### src/rtl/invader_hit_detect_pkg.sv
// ---------------------------------------------------------------------------
// invaders_pkg
// Shared definitions for the invader fleet blocks: default grid geometry,
// per-row point weights, common field widths and the hit-detect FSM states.
// No ports (package only).
// ---------------------------------------------------------------------------
package invaders_pkg;

    // Default fleet geometry in pixels / cells.
    localparam int ROWS   = 5;
    localparam int COLS   = 11;
    localparam int INV_W  = 32;
    localparam int INV_H  = 24;
    localparam int STEP_X = 48;
    localparam int STEP_Y = 32;

    // Field widths shared between the interface and the datapath.
    localparam int POS_W   = 10;
    localparam int DELTA_W = 11;
    localparam int ROW_W   = 3;
    localparam int COL_W   = 4;
    localparam int KILL_W  = 7;
    localparam int SCORE_W = 16;

    // Points awarded per destroyed invader, by row.
    localparam logic [SCORE_W-1:0] ROW0_POINTS      = 16'd30;
    localparam logic [SCORE_W-1:0] ROW12_POINTS     = 16'd20;
    localparam logic [SCORE_W-1:0] ROW_OTHER_POINTS = 16'd10;

    typedef enum logic [2:0] {
        IDLE,
        ARMED,
        SCAN_COL,
        SCAN_ROW,
        CHECK,
        WAIT_RELEASE
    } hit_state_t;

    // Row 0 is the top row and is worth the most.
    function automatic logic [SCORE_W-1:0] row_points(input logic [ROW_W-1:0] row);
        case (row)
            3'd0:       row_points = ROW0_POINTS;
            3'd1, 3'd2: row_points = ROW12_POINTS;
            default:    row_points = ROW_OTHER_POINTS;
        endcase
    endfunction

endpackage

### src/rtl/invader_hit_detect_if.sv
// ---------------------------------------------------------------------------
// invader_hit_detect_if
// Bundles the fleet position, bullet position and the hit/alive results
// exchanged between the game logic and invader_hit_detect.
//   master : game side (drives game_start, fleet and bullet positions,
//            reads alive_mask, hit, hit_row, hit_col, bullet_clear,
//            kill_count, all_dead, score)
//   slave  : invader_hit_detect (the reverse directions)
// ---------------------------------------------------------------------------
interface invader_hit_detect_if #(
    parameter int ROWS = invaders_pkg::ROWS,
    parameter int COLS = invaders_pkg::COLS
);
    import invaders_pkg::*;

    logic                   game_start;
    logic [POS_W-1:0]       fleet_xpos;
    logic [POS_W-1:0]       fleet_ypos;
    logic [POS_W-1:0]       bullet_xpos;
    logic [POS_W-1:0]       bullet_ypos;
    logic                   bullet_valid;

    logic [ROWS*COLS-1:0]   alive_mask;
    logic                   hit;
    logic [ROW_W-1:0]       hit_row;
    logic [COL_W-1:0]       hit_col;
    logic                   bullet_clear;
    logic [KILL_W-1:0]      kill_count;
    logic                   all_dead;
    logic [SCORE_W-1:0]     score;

    modport master (
        output game_start, fleet_xpos, fleet_ypos,
               bullet_xpos, bullet_ypos, bullet_valid,
        input  alive_mask, hit, hit_row, hit_col,
               bullet_clear, kill_count, all_dead, score
    );

    modport slave (
        input  game_start, fleet_xpos, fleet_ypos,
               bullet_xpos, bullet_ypos, bullet_valid,
        output alive_mask, hit, hit_row, hit_col,
               bullet_clear, kill_count, all_dead, score
    );

endinterface

### src/rtl/invader_hit_detect_scan.sv
// ---------------------------------------------------------------------------
// grid_index_scan
// Iterative subtract-and-count for one axis of the invader grid. After a
// load, every enabled cycle removes one STEP from the residue and bumps the
// cell count, until the residue is below STEP or the count reaches LIMIT.
// The residue then holds the offset inside the resolved cell.
//   clk65MHz, rst : clock and synchronous active-high reset
//   load          : capture load_value, clear count
//   load_value    : non-negative offset from the fleet origin
//   step_en       : perform one step when can_step is high
//   residue       : remaining offset
//   count         : resolved cell index along this axis
//   can_step      : another step is still possible
// ---------------------------------------------------------------------------
module grid_index_scan
    import invaders_pkg::*;
#(
    parameter int STEP  = STEP_X,
    parameter int LIMIT = COLS - 1,
    parameter int VAL_W = POS_W,
    parameter int CNT_W = COL_W
) (
    input  logic             clk65MHz,
    input  logic             rst,
    input  logic             load,
    input  logic [VAL_W-1:0] load_value,
    input  logic             step_en,
    output logic [VAL_W-1:0] residue,
    output logic [CNT_W-1:0] count,
    output logic             can_step
);

    // The count cap keeps a bullet past the last cell from wrapping into a
    // nonexistent column/row; the oversized residue then fails the sprite test.
    assign can_step = (residue >= VAL_W'(STEP)) && (count < CNT_W'(LIMIT));

    always_ff @(posedge clk65MHz) begin
        if (rst) begin
            residue <= '0;
            count   <= '0;
        end else if (load) begin
            residue <= load_value;
            count   <= '0;
        end else if (step_en && can_step) begin
            residue <= residue - VAL_W'(STEP);
            count   <= count + CNT_W'(1);
        end
    end

endmodule

### src/rtl/invader_hit_detect.sv
// ---------------------------------------------------------------------------
// invader_hit_detect
// Resolves which invader cell, if any, the player bullet overlaps and keeps
// the fleet alive bitmap, kill count and score.
//   clk65MHz : system clock
//   rst      : synchronous active-high reset
//   bus      : invader_hit_detect_if.slave (game_start, fleet/bullet
//              positions in; alive_mask, hit, hit_row, hit_col,
//              bullet_clear, kill_count, all_dead, score out)
// Optional feature: define INVADER_HIT_SCORE_EN to accumulate row points in
// score (saturating). Without it score is constant zero.
// ---------------------------------------------------------------------------
module invader_hit_detect
    import invaders_pkg::*;
#(
    parameter int ROWS   = invaders_pkg::ROWS,
    parameter int COLS   = invaders_pkg::COLS,
    parameter int INV_W  = invaders_pkg::INV_W,
    parameter int INV_H  = invaders_pkg::INV_H,
    parameter int STEP_X = invaders_pkg::STEP_X,
    parameter int STEP_Y = invaders_pkg::STEP_Y
) (
    input  logic                 clk65MHz,
    input  logic                 rst,
    invader_hit_detect_if.slave  bus
);

    localparam int CELLS = ROWS * COLS;
    localparam int IDX_W = $clog2(CELLS);

    hit_state_t state, next_state;

    logic signed [DELTA_W-1:0] dx_raw, dy_raw;
    logic                      load_scan, step_x, step_y, do_hit, fleet_load;

    logic [POS_W-1:0] x_residue, y_residue;
    logic [COL_W-1:0] x_count;
    logic [ROW_W-1:0] y_count;
    logic             x_can_step, y_can_step;

    logic [IDX_W-1:0] cell_idx;
    logic             cell_alive, in_sprite;

    logic [CELLS-1:0]  alive_mask_q;
    logic              hit_q, bullet_clear_q, all_dead_q;
    logic [ROW_W-1:0]  hit_row_q;
    logic [COL_W-1:0]  hit_col_q;
    logic [KILL_W-1:0] kill_count_q;

    // Offsets are formed one bit wider so a bullet left of or above the fleet
    // shows up as a negative value instead of wrapping.
    assign dx_raw = $signed({1'b0, bus.bullet_xpos}) - $signed({1'b0, bus.fleet_xpos});
    assign dy_raw = $signed({1'b0, bus.bullet_ypos}) - $signed({1'b0, bus.fleet_ypos});

    grid_index_scan #(
        .STEP  (STEP_X),
        .LIMIT (COLS - 1),
        .VAL_W (POS_W),
        .CNT_W (COL_W)
    ) u_scan_x (
        .clk65MHz   (clk65MHz),
        .rst        (rst),
        .load       (load_scan),
        .load_value (dx_raw[POS_W-1:0]),
        .step_en    (step_x),
        .residue    (x_residue),
        .count      (x_count),
        .can_step   (x_can_step)
    );

    grid_index_scan #(
        .STEP  (STEP_Y),
        .LIMIT (ROWS - 1),
        .VAL_W (POS_W),
        .CNT_W (ROW_W)
    ) u_scan_y (
        .clk65MHz   (clk65MHz),
        .rst        (rst),
        .load       (load_scan),
        .load_value (dy_raw[POS_W-1:0]),
        .step_en    (step_y),
        .residue    (y_residue),
        .count      (y_count),
        .can_step   (y_can_step)
    );

    assign cell_idx   = IDX_W'(int'(y_count) * COLS + int'(x_count));
    assign cell_alive = alive_mask_q[cell_idx];
    assign in_sprite  = (x_residue < POS_W'(INV_W)) && (y_residue < POS_W'(INV_H));

    always_ff @(posedge clk65MHz) begin
        if (rst) begin
            state <= IDLE;
        end else begin
            state <= next_state;
        end
    end

    // Next-state and per-cycle control strobes for the datapath.
    always_comb begin
        next_state = state;
        load_scan  = 1'b0;
        step_x     = 1'b0;
        step_y     = 1'b0;
        do_hit     = 1'b0;
        fleet_load = 1'b0;

        case (state)
            IDLE: begin
                if (bus.game_start) begin
                    fleet_load = 1'b1;
                    next_state = ARMED;
                end
            end
            ARMED: begin
                if (bus.bullet_valid && !all_dead_q) begin
                    if (dx_raw < 0 || dy_raw < 0) begin
                        next_state = WAIT_RELEASE;
                    end else begin
                        load_scan  = 1'b1;
                        next_state = SCAN_COL;
                    end
                end
            end
            SCAN_COL: begin
                if (x_can_step) begin
                    step_x = 1'b1;
                end else begin
                    next_state = SCAN_ROW;
                end
            end
            SCAN_ROW: begin
                if (y_can_step) begin
                    step_y = 1'b1;
                end else begin
                    next_state = CHECK;
                end
            end
            CHECK: begin
                do_hit     = in_sprite && cell_alive;
                next_state = WAIT_RELEASE;
            end
            WAIT_RELEASE: begin
                if (!bus.bullet_valid) begin
                    next_state = ARMED;
                end
            end
            default: next_state = IDLE;
        endcase

        // A restart outranks whatever the current bullet was doing.
        if (state != IDLE && bus.game_start) begin
            fleet_load = 1'b1;
            load_scan  = 1'b0;
            do_hit     = 1'b0;
            next_state = ARMED;
        end
    end

    // Fleet bitmap, hit strobes and kill counter. all_dead trails kill_count
    // by one cycle because it is derived from the registered count.
    always_ff @(posedge clk65MHz) begin
        if (rst) begin
            alive_mask_q   <= '0;
            hit_q          <= 1'b0;
            bullet_clear_q <= 1'b0;
            hit_row_q      <= '0;
            hit_col_q      <= '0;
            kill_count_q   <= '0;
            all_dead_q     <= 1'b0;
        end else begin
            hit_q          <= 1'b0;
            bullet_clear_q <= 1'b0;
            all_dead_q     <= (kill_count_q == KILL_W'(CELLS));
            if (fleet_load) begin
                alive_mask_q <= '1;
                kill_count_q <= '0;
            end else if (do_hit) begin
                alive_mask_q[cell_idx] <= 1'b0;
                hit_q                  <= 1'b1;
                bullet_clear_q         <= 1'b1;
                hit_row_q              <= y_count;
                hit_col_q              <= x_count;
                kill_count_q           <= kill_count_q + KILL_W'(1);
            end
        end
    end

`ifdef INVADER_HIT_SCORE_EN
    logic [SCORE_W-1:0] score_q;
    logic [SCORE_W:0]   score_sum;

    assign score_sum = {1'b0, score_q} + {1'b0, row_points(y_count)};

    // Saturating points accumulator, cleared with the fleet reload.
    always_ff @(posedge clk65MHz) begin
        if (rst) begin
            score_q <= '0;
        end else if (fleet_load) begin
            score_q <= '0;
        end else if (do_hit) begin
            score_q <= score_sum[SCORE_W] ? '1 : score_sum[SCORE_W-1:0];
        end
    end

    assign bus.score = score_q;
`else
    assign bus.score = '0;
`endif

    assign bus.alive_mask   = alive_mask_q;
    assign bus.hit          = hit_q;
    assign bus.bullet_clear = bullet_clear_q;
    assign bus.hit_row      = hit_row_q;
    assign bus.hit_col      = hit_col_q;
    assign bus.kill_count   = kill_count_q;
    assign bus.all_dead     = all_dead_q;

endmodule

### src/flat_wrapper.sv
// flat-port wrapper written by rule: the top's interface ports become plain ports
module invader_hit_detect_flat import invaders_pkg::*;
#(
    parameter int ROWS   = invaders_pkg::ROWS,
    parameter int COLS   = invaders_pkg::COLS,
    parameter int INV_W  = invaders_pkg::INV_W,
    parameter int INV_H  = invaders_pkg::INV_H,
    parameter int STEP_X = invaders_pkg::STEP_X,
    parameter int STEP_Y = invaders_pkg::STEP_Y
)
  (clk65MHz, rst, bus_game_start, bus_fleet_xpos, bus_fleet_ypos, bus_bullet_xpos, bus_bullet_ypos, bus_bullet_valid, bus_alive_mask, bus_hit, bus_hit_row, bus_hit_col, bus_bullet_clear, bus_kill_count, bus_all_dead, bus_score);
  invader_hit_detect_if #(.ROWS(ROWS), .COLS(COLS)) bus_i ();
  input  logic clk65MHz;
  input  logic rst;
  input wire logic [$bits(bus_i.game_start)-1:0] bus_game_start;
  input wire logic [$bits(bus_i.fleet_xpos)-1:0] bus_fleet_xpos;
  input wire logic [$bits(bus_i.fleet_ypos)-1:0] bus_fleet_ypos;
  input wire logic [$bits(bus_i.bullet_xpos)-1:0] bus_bullet_xpos;
  input wire logic [$bits(bus_i.bullet_ypos)-1:0] bus_bullet_ypos;
  input wire logic [$bits(bus_i.bullet_valid)-1:0] bus_bullet_valid;
  output wire logic [$bits(bus_i.alive_mask)-1:0] bus_alive_mask;
  output wire logic [$bits(bus_i.hit)-1:0] bus_hit;
  output wire logic [$bits(bus_i.hit_row)-1:0] bus_hit_row;
  output wire logic [$bits(bus_i.hit_col)-1:0] bus_hit_col;
  output wire logic [$bits(bus_i.bullet_clear)-1:0] bus_bullet_clear;
  output wire logic [$bits(bus_i.kill_count)-1:0] bus_kill_count;
  output wire logic [$bits(bus_i.all_dead)-1:0] bus_all_dead;
  output wire logic [$bits(bus_i.score)-1:0] bus_score;
  assign bus_i.game_start = bus_game_start;
  assign bus_i.fleet_xpos = bus_fleet_xpos;
  assign bus_i.fleet_ypos = bus_fleet_ypos;
  assign bus_i.bullet_xpos = bus_bullet_xpos;
  assign bus_i.bullet_ypos = bus_bullet_ypos;
  assign bus_i.bullet_valid = bus_bullet_valid;
  assign bus_alive_mask = bus_i.alive_mask;
  assign bus_hit = bus_i.hit;
  assign bus_hit_row = bus_i.hit_row;
  assign bus_hit_col = bus_i.hit_col;
  assign bus_bullet_clear = bus_i.bullet_clear;
  assign bus_kill_count = bus_i.kill_count;
  assign bus_all_dead = bus_i.all_dead;
  assign bus_score = bus_i.score;
  invader_hit_detect #(.ROWS(ROWS), .COLS(COLS), .INV_W(INV_W), .INV_H(INV_H), .STEP_X(STEP_X), .STEP_Y(STEP_Y)) u_core (.clk65MHz(clk65MHz), .rst(rst), .bus(bus_i));
endmodule
### config.mk
export PLATFORM = sky130hd
export DESIGN_NAME = invader_hit_detect_flat
export DESIGN_NICKNAME = d
export VERILOG_FILES = /design/src/rtl/invader_hit_detect_pkg.sv /design/src/rtl/invader_hit_detect_if.sv /design/src/rtl/invader_hit_detect_scan.sv /design/src/rtl/invader_hit_detect.sv /design/src/flat_wrapper.sv
export SDC_FILE = /design/constraint.sdc
export NUM_CORES = 1
export LEC_CHECK = 0
export ABC_AREA = 1
export CAP_MARGIN = 40
export CELL_PAD_IN_SITES_DETAIL_PLACEMENT = 0
export CELL_PAD_IN_SITES_GLOBAL_PLACEMENT = 2
export CORE_MARGIN = 3
export CORE_UTILIZATION = 28
export DETAILED_ROUTE_END_ITERATION = 6
export GPL_ROUTABILITY_DRIVEN = 0
export HOLD_SLACK_MARGIN = 0.08
export PLACE_DENSITY_LB_ADDON = 0.1
export SLEW_MARGIN = 20
export SYNTH_ARGS = -nofsm -noshare
export SYNTH_HDL_FRONTEND = slang
export SYNTH_SLANG_ARGS = --single-unit
### constraint.sdc
create_clock -name clk65MHz -period 3.7 [get_ports clk65MHz]
set_input_delay 0.74 -clock clk65MHz [delete_from_list [all_inputs] [get_ports clk65MHz]]
set_output_delay 0.74 -clock clk65MHz [all_outputs]
set_load 0.05 [all_outputs]
# --- Yosys cells after proc, flatten, opt, wreduce, memory -nomap -nowiden ---
# Cells that the tools add are included.
word_totals:
  ff_bits: 101
  input_bits: 44
classes:
  n_eq_ne: 16
  n_mul: 1
  addsub: 8
  bitwise: 3
  order_cmp: 10
  reduce_logical: 22
  muxes: 32
op_table:
  columns: ["op", "count"]
  rows:
  - ["2-to-1 mux 55 bit", 2]
  - ["AND 55 bit", 1]
  - ["NOT 55 bit", 1]
  - ["2-to-1 mux 10 bit", 4]
  - ["< comparator 11 x 1 -> 1 bit, second input constant", 2]
  - ["subtractor 10 x 10 -> 11 bit", 2]
  - [">= comparator 10 x 6 -> 1 bit, second input constant", 2]
  - ["subtractor 10 x 6 -> 10 bit, second input constant", 2]
  - ["2-to-1 mux 3 bit", 6]
  - ["one-hot mux 3 bit (6 select lines)", 1]
  - ["2-to-1 mux 1 bit", 17]
  - ["inequality test 3 x 2 -> 1 bit, second input constant", 4]
  - ["< comparator 10 x 5 -> 1 bit, second input constant", 1]
  - ["< comparator 10 x 6 -> 1 bit, second input constant", 1]
  - ["AND reduction 5 bit", 2]
  - ["logical AND 1 bit", 9]
  - ["inequality test 2 bit, second input constant", 4]
  - ["adder 7 x 1 -> 7 bit, second input constant", 1]
  - ["== test 7 x 6 -> 1 bit, second input constant", 1]
  - ["< comparator 6 x 7 -> 1 bit, second input constant", 1]
  - ["adder 6 x 5 -> 6 bit", 1]
  - ["binary-select mux 1 bit (select 6 bit)", 1]
  - ["demux 1 bit (select 6 bit)", 1]
  - ["== test 3 x 2 -> 1 bit, second input constant", 2]
  - ["18 further kinds", 23]

# --- Logic depth before layout (Yosys ltp) ---
# Gate-level depths: netlist of run 1.
logic_depth:
  depth_word: 10
  ltp_mapped: 20

# --- By module ---
# A second synthesis of run 1 with hierarchy kept.
unflattened:
  hier_cells: 1063
  hier_area_um2: 6712.7
by_module_without_submodules:
  columns: ["module", "area_per_inst_um2", "n_inst", "cells_per_inst"]
  rows:
  - ["invader_hit_detect", 5296.3, 1, 863]
  - ["grid_index_scan (u_core.u_scan_x)", 754.5, 1, 106]
  - ["grid_index_scan (u_core.u_scan_y)", 661.9, 1, 94]

# --- Worst setup path before layout of run 1 ---
# No wires, ideal clock.
synth_timing:
  path_kind: "reg-to-reg"
  start: "register u_core.u_scan_y.count[1]"
  end: "register u_core.kill_count_q[2], in the netlist u_core.bus.kill_count[2]"
  arrival_ps: 3086
  setup_slack_ps: 503
  t_required_ps: 3589
  n_path_buf: 2
  setup_time_ps: 111
  stages_incl_launch_ff: 21
  cell_sequence: "dfxtp_1 > ha_1 > inv_1 > fa_1 > inv_1 > fa_1 > inv_2 > buf_2 > nand3_1 > o21ai_0 > nor2_1 > nand2_1 > nand2_1 > nand2_1 > nor2_1 > nand3_2 > inv_2 > buf_6 > nand3_1 > nand2_1 > nor2_1"
synth_via:
  elab_chain_len: 7
synth_rtl:
  columns: ["element", "line", "text"]
  rows:
  - ["from (decl)", "invader_hit_detect_scan.sv:29", "output logic [CNT_W-1:0] count,"]
  - ["from (signal assigned)", "invader_hit_detect_scan.sv:46", "count <= count + CNT_W'(1);"]
  - ["multiplier 3 x 4 -> 6 bit", "invader_hit_detect.sv:87", "assign cell_idx = IDX_W'(int'(y_count) * COLS + int'(x_count));"]
  - ["adder 6 x 5 -> 6 bit", "invader_hit_detect.sv:87", null]
  - ["binary-select mux 1 bit (select 6 bit)", "invader_hit_detect.sv:88", "assign cell_alive = alive_mask_q[cell_idx];"]
  - ["2-to-1 mux 1 bit (not written as such)", "invader_hit_detect.sv:88", null]
  - ["logical AND 1 bit", "invader_hit_detect.sv:140", "do_hit = in_sprite && cell_alive;"]
  - ["2-to-1 mux 1 bit", "invader_hit_detect.sv:108", "case (state)"]
  - ["2-to-1 mux 1 bit", "invader_hit_detect.sv:152", "if (state != IDLE && bus.game_start) begin"]
  - ["to (signal assigned)", "invader_hit_detect.sv:184", "kill_count_q <= kill_count_q + KILL_W'(1);"]
  - ["to (decl)", "invader_hit_detect.sv:48", "logic [KILL_W-1:0] kill_count_q;"]
# Every way passes these cells. The select of a mux whose other input is x is not followed.
# A chain may end at the register's enable or synchronous reset.

# --- Worst setup path in the final report of run 1 ---
layout_timing:
  start: "register u_core.u_scan_y.count[0]"
  end: "register u_core.kill_count_q[5], in the netlist u_core.bus.kill_count[5]"
# Same word-level chain as after synthesis.

==> results.md, run 1 <==
- Status: finished, final reports clean
- Crit path time final: 3.44 ns
- Number of global-route vias before repair: 6145
- Vias: 6358
- Dpl cells: 1353
- Pre-CTS WS: 0.209 ns
- Post-synthesis sequential area ratio: 0.305
- Root Driver: clkbuf_16
- Longest Clk Path Bufs: 2
- CTS clk-pin slew, worst paths: 0.07 ns
- Starting Density: 0.288
- Final Cell Area: 8110 um2
- Top Ports: 132
- HPWL after detailed placement: 15700 um
- Drt pass-1 iters: 5
- Max-slew headroom: 0.576
- Max cap viols: 0
- Final cell count without fillers: 1372
- Synth area leaders: dfxtp_1, nand2_1, inv_1
- Most frequent cell after synthesis: nand2_1
- Worst hold slack: 0.486 ns
- Htree depth: 3
- Fin. max-slew vios: 0
- Number of flops mapped to enable cells by yosys: 0
- Final core utilization: 0.367
- Worst vdd ir: 0.000164 V
- ANT nets after route: 0
- Worst R2R Path Depth: 20
- GRT Overall Usage: 0.170
- Clock latency on the worst-skew pair: 0.36 ns
- Post-synth top area cell: dfxtp_1
- Worst-path fanout max: 13
- Crit path required time: 3.95 ns
- FF+latch count, synth: 97
- Remaining global-route overflow: 0
- Setup_tns: 0 ns
- First-pass GRT wire length: 33100 um
- Wire per inst: 15.2 um
- Drt via density: 4.63
- CTS tree: done
- Hold Buf Count CTS: 0
- Arrival @ worst endpoint: 3.69 ns
- Slowest cell on crit path: fa_1
- Core ar.: 22100 um2
- Part of the cycle the worst path needs: 0.930
- Setup ws final: 0.260 ns
- Critical path class: register to register
- Most common cell on crit path: nand2_1
- Clock Skew: 0.0177 ns
- Largest net degree at the start of global routing: 35
- Post-synth top area share: 0.305
- WL final: 20800 um
- DR iter-0 viols: 406
- Die Area: 24600 um2
- CTS Buf Count: 9
- # clock sinks: 97
- Placement-stage cell area: 7810 um2
- Worst hold path type: register to register
- Initial antenna violation count: 0
- Hold Fails Final Rpt: 0
- Maximum clock rate: 291 MHz
- Setup crit start kind: register
- Post-CTS Setup Inserts: 0
- Crit. End Element: register
- Total power per unit cell area: 352 nW/um2
- Final setup vio count: 0
- Hold depth: 2
- RSZ-0062 raised after global routing: true
- Worst slew pin tran: 0.633 ns
- Leakage: 3.77 nW
- Post-synthesis cell type count: 43
- # rows: 54
- CP peak stage delay: 0.53 ns
- Synth warnings: 0
- Die W: 157 um
- Number of port buffers: 115
- Mapped Cells: 973
- Ys async rst share: 0
- Total Power: 2.85 mW
- Inserted Diodes: 0
- Synth Area per Inst: 6.55 um2
- Post-synth top flop: dfxtp_1
- Worst path cell trace: ha_1, inv_1, fa_1, inv_1, fa_1, nand3_1, nand2_1, nand2_1, nand2_1, inv_2, nor2_2, nand2_1, nand2_1, nor2_1, nand3_2, buf_4, nor2_1, nand3_1, nand2_1, nor2_1
- Layout cells sized above 1: 0.0632
- Remaining DRCs: 0
- Area growth, synth to finish: 27.3%
- Post-synth top cells: nand2_1, inv_1, dfxtp_1, a21oi_1, nor2_1
- Syn Std Cell Area: 6370 um2
- CTS resizes: 0
- Die H: 157 um
- Final nets: 1171
-- cells by family (layout without fill, tap and decap cells) --
family | count (synthesis) | count (layout) | share of synthesized area
fa+ha+maj | 40 | 40 | 0.0844
compound gates | 214 | 214 | 0.179
simple gates | 399 | 399 | 0.262
buf+inv | 202 | 306 | 0.139
other cells | 1 | 16 | 0.000588
flops | 97 | 97 | 0.305
xor+xnor | 20 | 20 | 0.0304
-- cells in the final DEF (no fill, tap or decap), drive strengths merged --
| master | n |
|---|---|
| conb | 16 |
| nand3 | 43 |
| o21bai | 3 |
| a21oi | 92 |
| o2111ai | 1 |
| nor3b | 2 |
| fa | 5 |
| nor2 | 91 |
| a21o | 5 |
| xor2 | 16 |
| o31ai | 1 |
| o21a | 3 |
| and3 | 1 |
| dfxtp | 97 |
| o21ai | 94 |
| nand4 | 6 |
| nor3 | 15 |
| a211oi | 2 |
| inv | 149 |
| nor4 | 4 |
| nand2 | 231 |
| clkinv | 3 |
| ha | 35 |
| or2 | 2 |
| a31oi | 13 |
| buf | 27 |
| nand3b | 3 |
| clkinvlp | 2 |
| clkbuf | 10 |
| xnor2 | 4 |
| clkdlybuf4s50 | 115 |
| and2 | 1 |
-- layer usage --
metal	vias up	track usage	routed length [um]
li1	3322	-	-
met5	-	0	0
met4	0	0.0500	341
met3	19	0.0210	833
met1	2870	0.246	10400
met2	147	0.265	9230
-- worst max-delay path, delay by kind of cell (launching register included) --
family	cells	cell delay, ns
adder cells (fa/ha/maj)	3	1.22
AND/OR/NAND/NOR	13	1.25
flip-flops	1	0.43
buffers and inverters	4	0.43
-- registers in the layout, indices dropped and copies added, names as in the netlist, 3 cells and up --
signal                   cells
u_core.bus.hit_row           3
u_core.bus.kill_count        7
u_core.u_scan_y.residue     10
u_core.state                 3
u_core.u_scan_x.count        4
u_core.bus.hit_col           4
u_core.u_scan_x.residue      6
u_core.u_scan_y.count        3
u_core.bus.alive_mask       55
-- final timing paths --
kind / startpoint / to / slack [ns]
worst max-delay path: u_core.u_scan_y.count[0]$_SDFFE_PP0P_ / u_core.bus.kill_count[5]$_SDFFE_PP0P_ / 0.26
worst min-delay path: u_core.u_scan_y.residue[1]$_SDFFE_PP0P_ / u_core.u_scan_y.residue[1]$_SDFFE_PP0P_ / 0.49
worst max register to register: u_core.u_scan_y.count[0]$_SDFFE_PP0P_ / u_core.bus.kill_count[5]$_SDFFE_PP0P_ / 0.26
worst min register to register: u_core.u_scan_y.residue[1]$_SDFFE_PP0P_ / u_core.u_scan_y.residue[1]$_SDFFE_PP0P_ / 0.49
-- power breakdown --
part           total (mW)  internal, mW  switching, mW
registers            1.16          1.11         0.0542
clock network       0.907         0.464          0.443
logic               0.786         0.276          0.510
total                2.85          1.85           1.01
-- area by class of cell --
type / instances / area [um2]
repair buffers: 142 / 1380
fillers: 2459 / 14000
flip-flops and latches: 97 / 1940
clock inverters: 6 / 50.0
multi-input cells: 689 / 3600
well taps: 280 / 350
clock buffers: 10 / 229
inverters: 148 / 558
(Power assumes the default switching activity.)
==> run 2, diff against run 1 <==
Settings changed: SKIP_LAST_GASP from default to 1, SLEW_MARGIN 20 to default.
Clock period 3.7 ns to 3.5 ns, I/O delays scaled along.
==> run 2 against run 1 <==
  * Fmax rose by 4.1%
  * Clock-buffer cell count stayed put
  * Flip-flop and latch count unchanged
  * Largest cell class unchanged
==> results.md, run 2 (synthesized netlist as in run 1, its figures left out) <==
- Remaining DRCs: 0 (unchanged)
- Post-CTS Setup Inserts: 0 (unchanged)
- Total power per unit cell area: 376 nW/um2 (was 352 nW/um2)
- Drt via density: 4.57 (was 4.63)
- Max cap viols: 0 (unchanged)
- Critical path class: register to register (unchanged)
- Layout cells sized above 1: 0.0720 (was 0.0632)
- Clock power frac: 0.334 (was 0.318)
- WL final: 20700 um (was 20800 um)
- DR iter-0 viols: 216 (was 406)
- Vias: 6298 (was 6358)
- Worst slew pin tran: 0.597 ns (was 0.633 ns)
- First-pass GRT wire length: 32600 um (was 33100 um)
- Most common cell on crit path: nand2_1 (unchanged)
- Fin. max-slew vios: 0 (unchanged)
- Root Driver: clkbuf_16 (unchanged)
- Remaining global-route overflow: 0 (unchanged)
- CP peak stage delay: 0.59 ns (was 0.53 ns)
- Worst hold slack: 0.485 ns (was 0.486 ns)
- Area growth, synth to finish: 28.7% (was 27.3%)
- Clock Skew: 0.0115 ns (was 0.0177 ns)
- ANT nets after route: 0 (unchanged)
- Fillers: 2430 (was 2459)
- RSZ-0062 raised after global routing: true (unchanged)
- Die W: 157 um (unchanged)
- # rows: 54 (unchanged)
- Initial antenna violation count: 0 (unchanged)
- Switch share: 0.344 (was 0.353)
- Total Power: 3.09 mW (was 2.85 mW)
- Top Ports: 132 (unchanged)
- Inserted Diodes: 0 (unchanged)
- Maximum clock rate: 303 MHz (was 291 MHz)
- Starting Density: 0.288 (unchanged)
- Die H: 157 um (unchanged)
- Worst-path fanout max: 8 (was 13)
- R2r setup slk: 0.19 ns (was 0.26 ns)
- Hold Buf Count CTS: 0 (unchanged)
- Worst hold path type: register to register (unchanged)
- Drt pass-1 iters: 4 (was 5)
- Clock latency on the worst-skew pair: 0.35 ns (was 0.36 ns)
- Logic pwr share: 0.268 (was 0.275)
- Status: finished, final reports clean (unchanged)
- Final setup vio count: 0 (unchanged)
- Pre-CTS WS: 0.0875 ns (was 0.209 ns)
- Net switching power of the design: 1.06 mW (was 1.01 mW)
- Slowest cell on crit path: fa_2 (was fa_1)
- Multi-input gate area: 3620 um2 (was 3600 um2)
- Crit path required time: 3.75 ns (was 3.95 ns)
- GRT Overall Usage: 0.168 (was 0.170)
- Part of the cycle the worst path needs: 0.944 (was 0.930)
- Longest Clk Path Bufs: 2 (unchanged)
- Final nets: 1176 (was 1171)
- Leakage: 3.82 nW (was 3.77 nW)
- Hold Fails Final Rpt: 0 (unchanged)
- Sequential cell area: 1940 um2 (about the same)
- CTS tree: done (unchanged)
- Max-slew headroom: 0.602 (was 0.576)
- Crit. End Element: register (unchanged)
- Worst path cell trace: ha_1, inv_1, fa_1, inv_1, fa_2, inv_2, nand3_1, o21ai_1, nor2_1, nand2_1, nand2_1, nand3_1, nor2_1, nand3_2, inv_2, nand2_1, nand2_1, inv_1 (was ha_1, inv_1, fa_1, inv_1, fa_1, nand3_1, nand2_1, nand2_1, nand2_1, inv_2, nor2_2, nand2_1, nand2_1, nor2_1, nand3_2, buf_4, nor2_1, nand3_1, nand2_1, nor2_1)
- Setup crit start kind: register (unchanged)
- CTS clk-pin slew, worst paths: 0.07 ns (about the same)
- Largest register FFs: 55 (unchanged)
- Internal Power: 2.03 mW (was 1.85 mW)
- Commonest non-fill, non-tap cells in the layout: nand2_1, inv_1, clkdlybuf4s50_1, dfxtp_1, a21oi_1 (unchanged)
- CTS Buf Count: 9 (unchanged)
- Commonest non-fill, non-tap cell in the layout: nand2_1 (unchanged)
- CP top delay family: adder cells (was simple AND/OR/NAND/NOR gates)
- Wire per inst: 15.1 um (was 15.2 um)
- Number of port buffers: 115 (unchanged)
- HPWL after detailed placement: 15700 um (about the same)
- Largest net degree at the start of global routing: 36 (was 35)
- Core ar.: 22100 um2 (unchanged)
- # clock sinks: 97 (unchanged)
- Htree depth: 3 (unchanged)
- Die Area: 24600 um2 (unchanged)
- Crit path buf inv count: 5 (was 4)
- Arrival @ worst endpoint: 3.55 ns (was 3.69 ns)
- Seq pwr share: 0.398 (was 0.407)
- Crit path time final: 3.31 ns (was 3.44 ns)
- Worst vdd ir: 0.000171 V (was 0.000164 V)
- Setup ws final: 0.195 ns (was 0.260 ns)
- Number of global-route vias before repair: 6022 (was 6145)
run 2: cell types whose count changed in the layout (fill, tap and decap cells not counted), sizes merged:
cell,delta
inv,+1
buf,+5
clkinvlp,-1
bufinv,+1
clkinv,-1
run 2: power groups by stage:
| stage | Combinational (mW) | Sequential [mW] | Clock [mW] |
|---|---|---|---|
| finish | 0.828 | 1.23 | 1.03 |
| global route | 0.913 | 1.24 | 1.10 |
| CTS | 0.834 | 1.23 | 1.07 |
| detailed placement | 0.830 | 1.26 | 0 |
| global placement | 0.839 | 1.26 | 0 |
| floorplan | 0.417 | 1.41 | 0 |
run 2: layout make-up:
cell class                 instances  area share
multi-input combinational        689       0.442
sequential                        97       0.237
timing repair buffer             147       0.174
inverter                         148      0.0683
tap                              280      0.0427
clock buffer                      10      0.0279
clock inverter                     6     0.00885
run 2: path summary, 6_finish.rpt:
path                                                 from                                 endpoint  cells after the start
setup / recovery    u_core.u_scan_y.count[2]$_SDFFE_PP0P_   u_core.bus.alive_mask[36]$_SDFFE_PP0P_                     18
hold / removal    u_core.u_scan_y.residue[1]$_SDFFE_PP0P_  u_core.u_scan_y.residue[1]$_SDFFE_PP0P_                      2
setup reg to reg    u_core.u_scan_y.count[2]$_SDFFE_PP0P_   u_core.bus.alive_mask[36]$_SDFFE_PP0P_                     18
hold reg to reg   u_core.u_scan_y.residue[1]$_SDFFE_PP0P_  u_core.u_scan_y.residue[1]$_SDFFE_PP0P_                      2
run 2: what timing repair did:
item,CTS,global route
resized for setup,0,10
endpoints found under the setup margin,0,63
hold endpoints to repair,0,0
run 2: worst register-to-register path, stage by stage, from the launching register on:
cell	delay (ns)
dfxtp_1	0.34
ha_1	0.28
inv_1	0.05
fa_1	0.47
inv_1	0.07
fa_2	0.59
inv_2	0.09
nand3_1	0.10
o21ai_1	0.07
nor2_1	0.14
nand2_1	0.08
nand2_1	0.08
nand3_1	0.11
nor2_1	0.14
nand3_2	0.13
inv_2	0.23
nand2_1	0.13
nand2_1	0.07
inv_1	0.03
run 2: routing by layer:
| layer | GRT usage | part of all wire | vias to the layer above |
|---|---|---|---|
| met1 | 0.236 | 0.51 | 2853 |
| met4 | 0.0442 | 0.015 | 0 |
| met5 | 0 | 0 | - |
| li1 | - | - | 3315 |
| met3 | 0.0191 | 0.027 | 12 |
| met2 | 0.272 | 0.45 | 118 |
run 2: stage by stage:
| stage | cell area [um2] | setup TNS (ns) | util | instances |
|---|---|---|---|---|
| final | 8200 | 0 | 0.371 | 1377 |
| after global routing | 8200 | -0.0709 | 0.371 | 1377 |
| after CTS | 8170 | 0 | 0.370 | 1377 |
| after detailed placement | 7870 | 0 | 0.356 | 1361 |
| after global placement | 7870 | 0 | 0.356 | 1361 |
| after floorplan | 6430 | 0 | - | 988 |
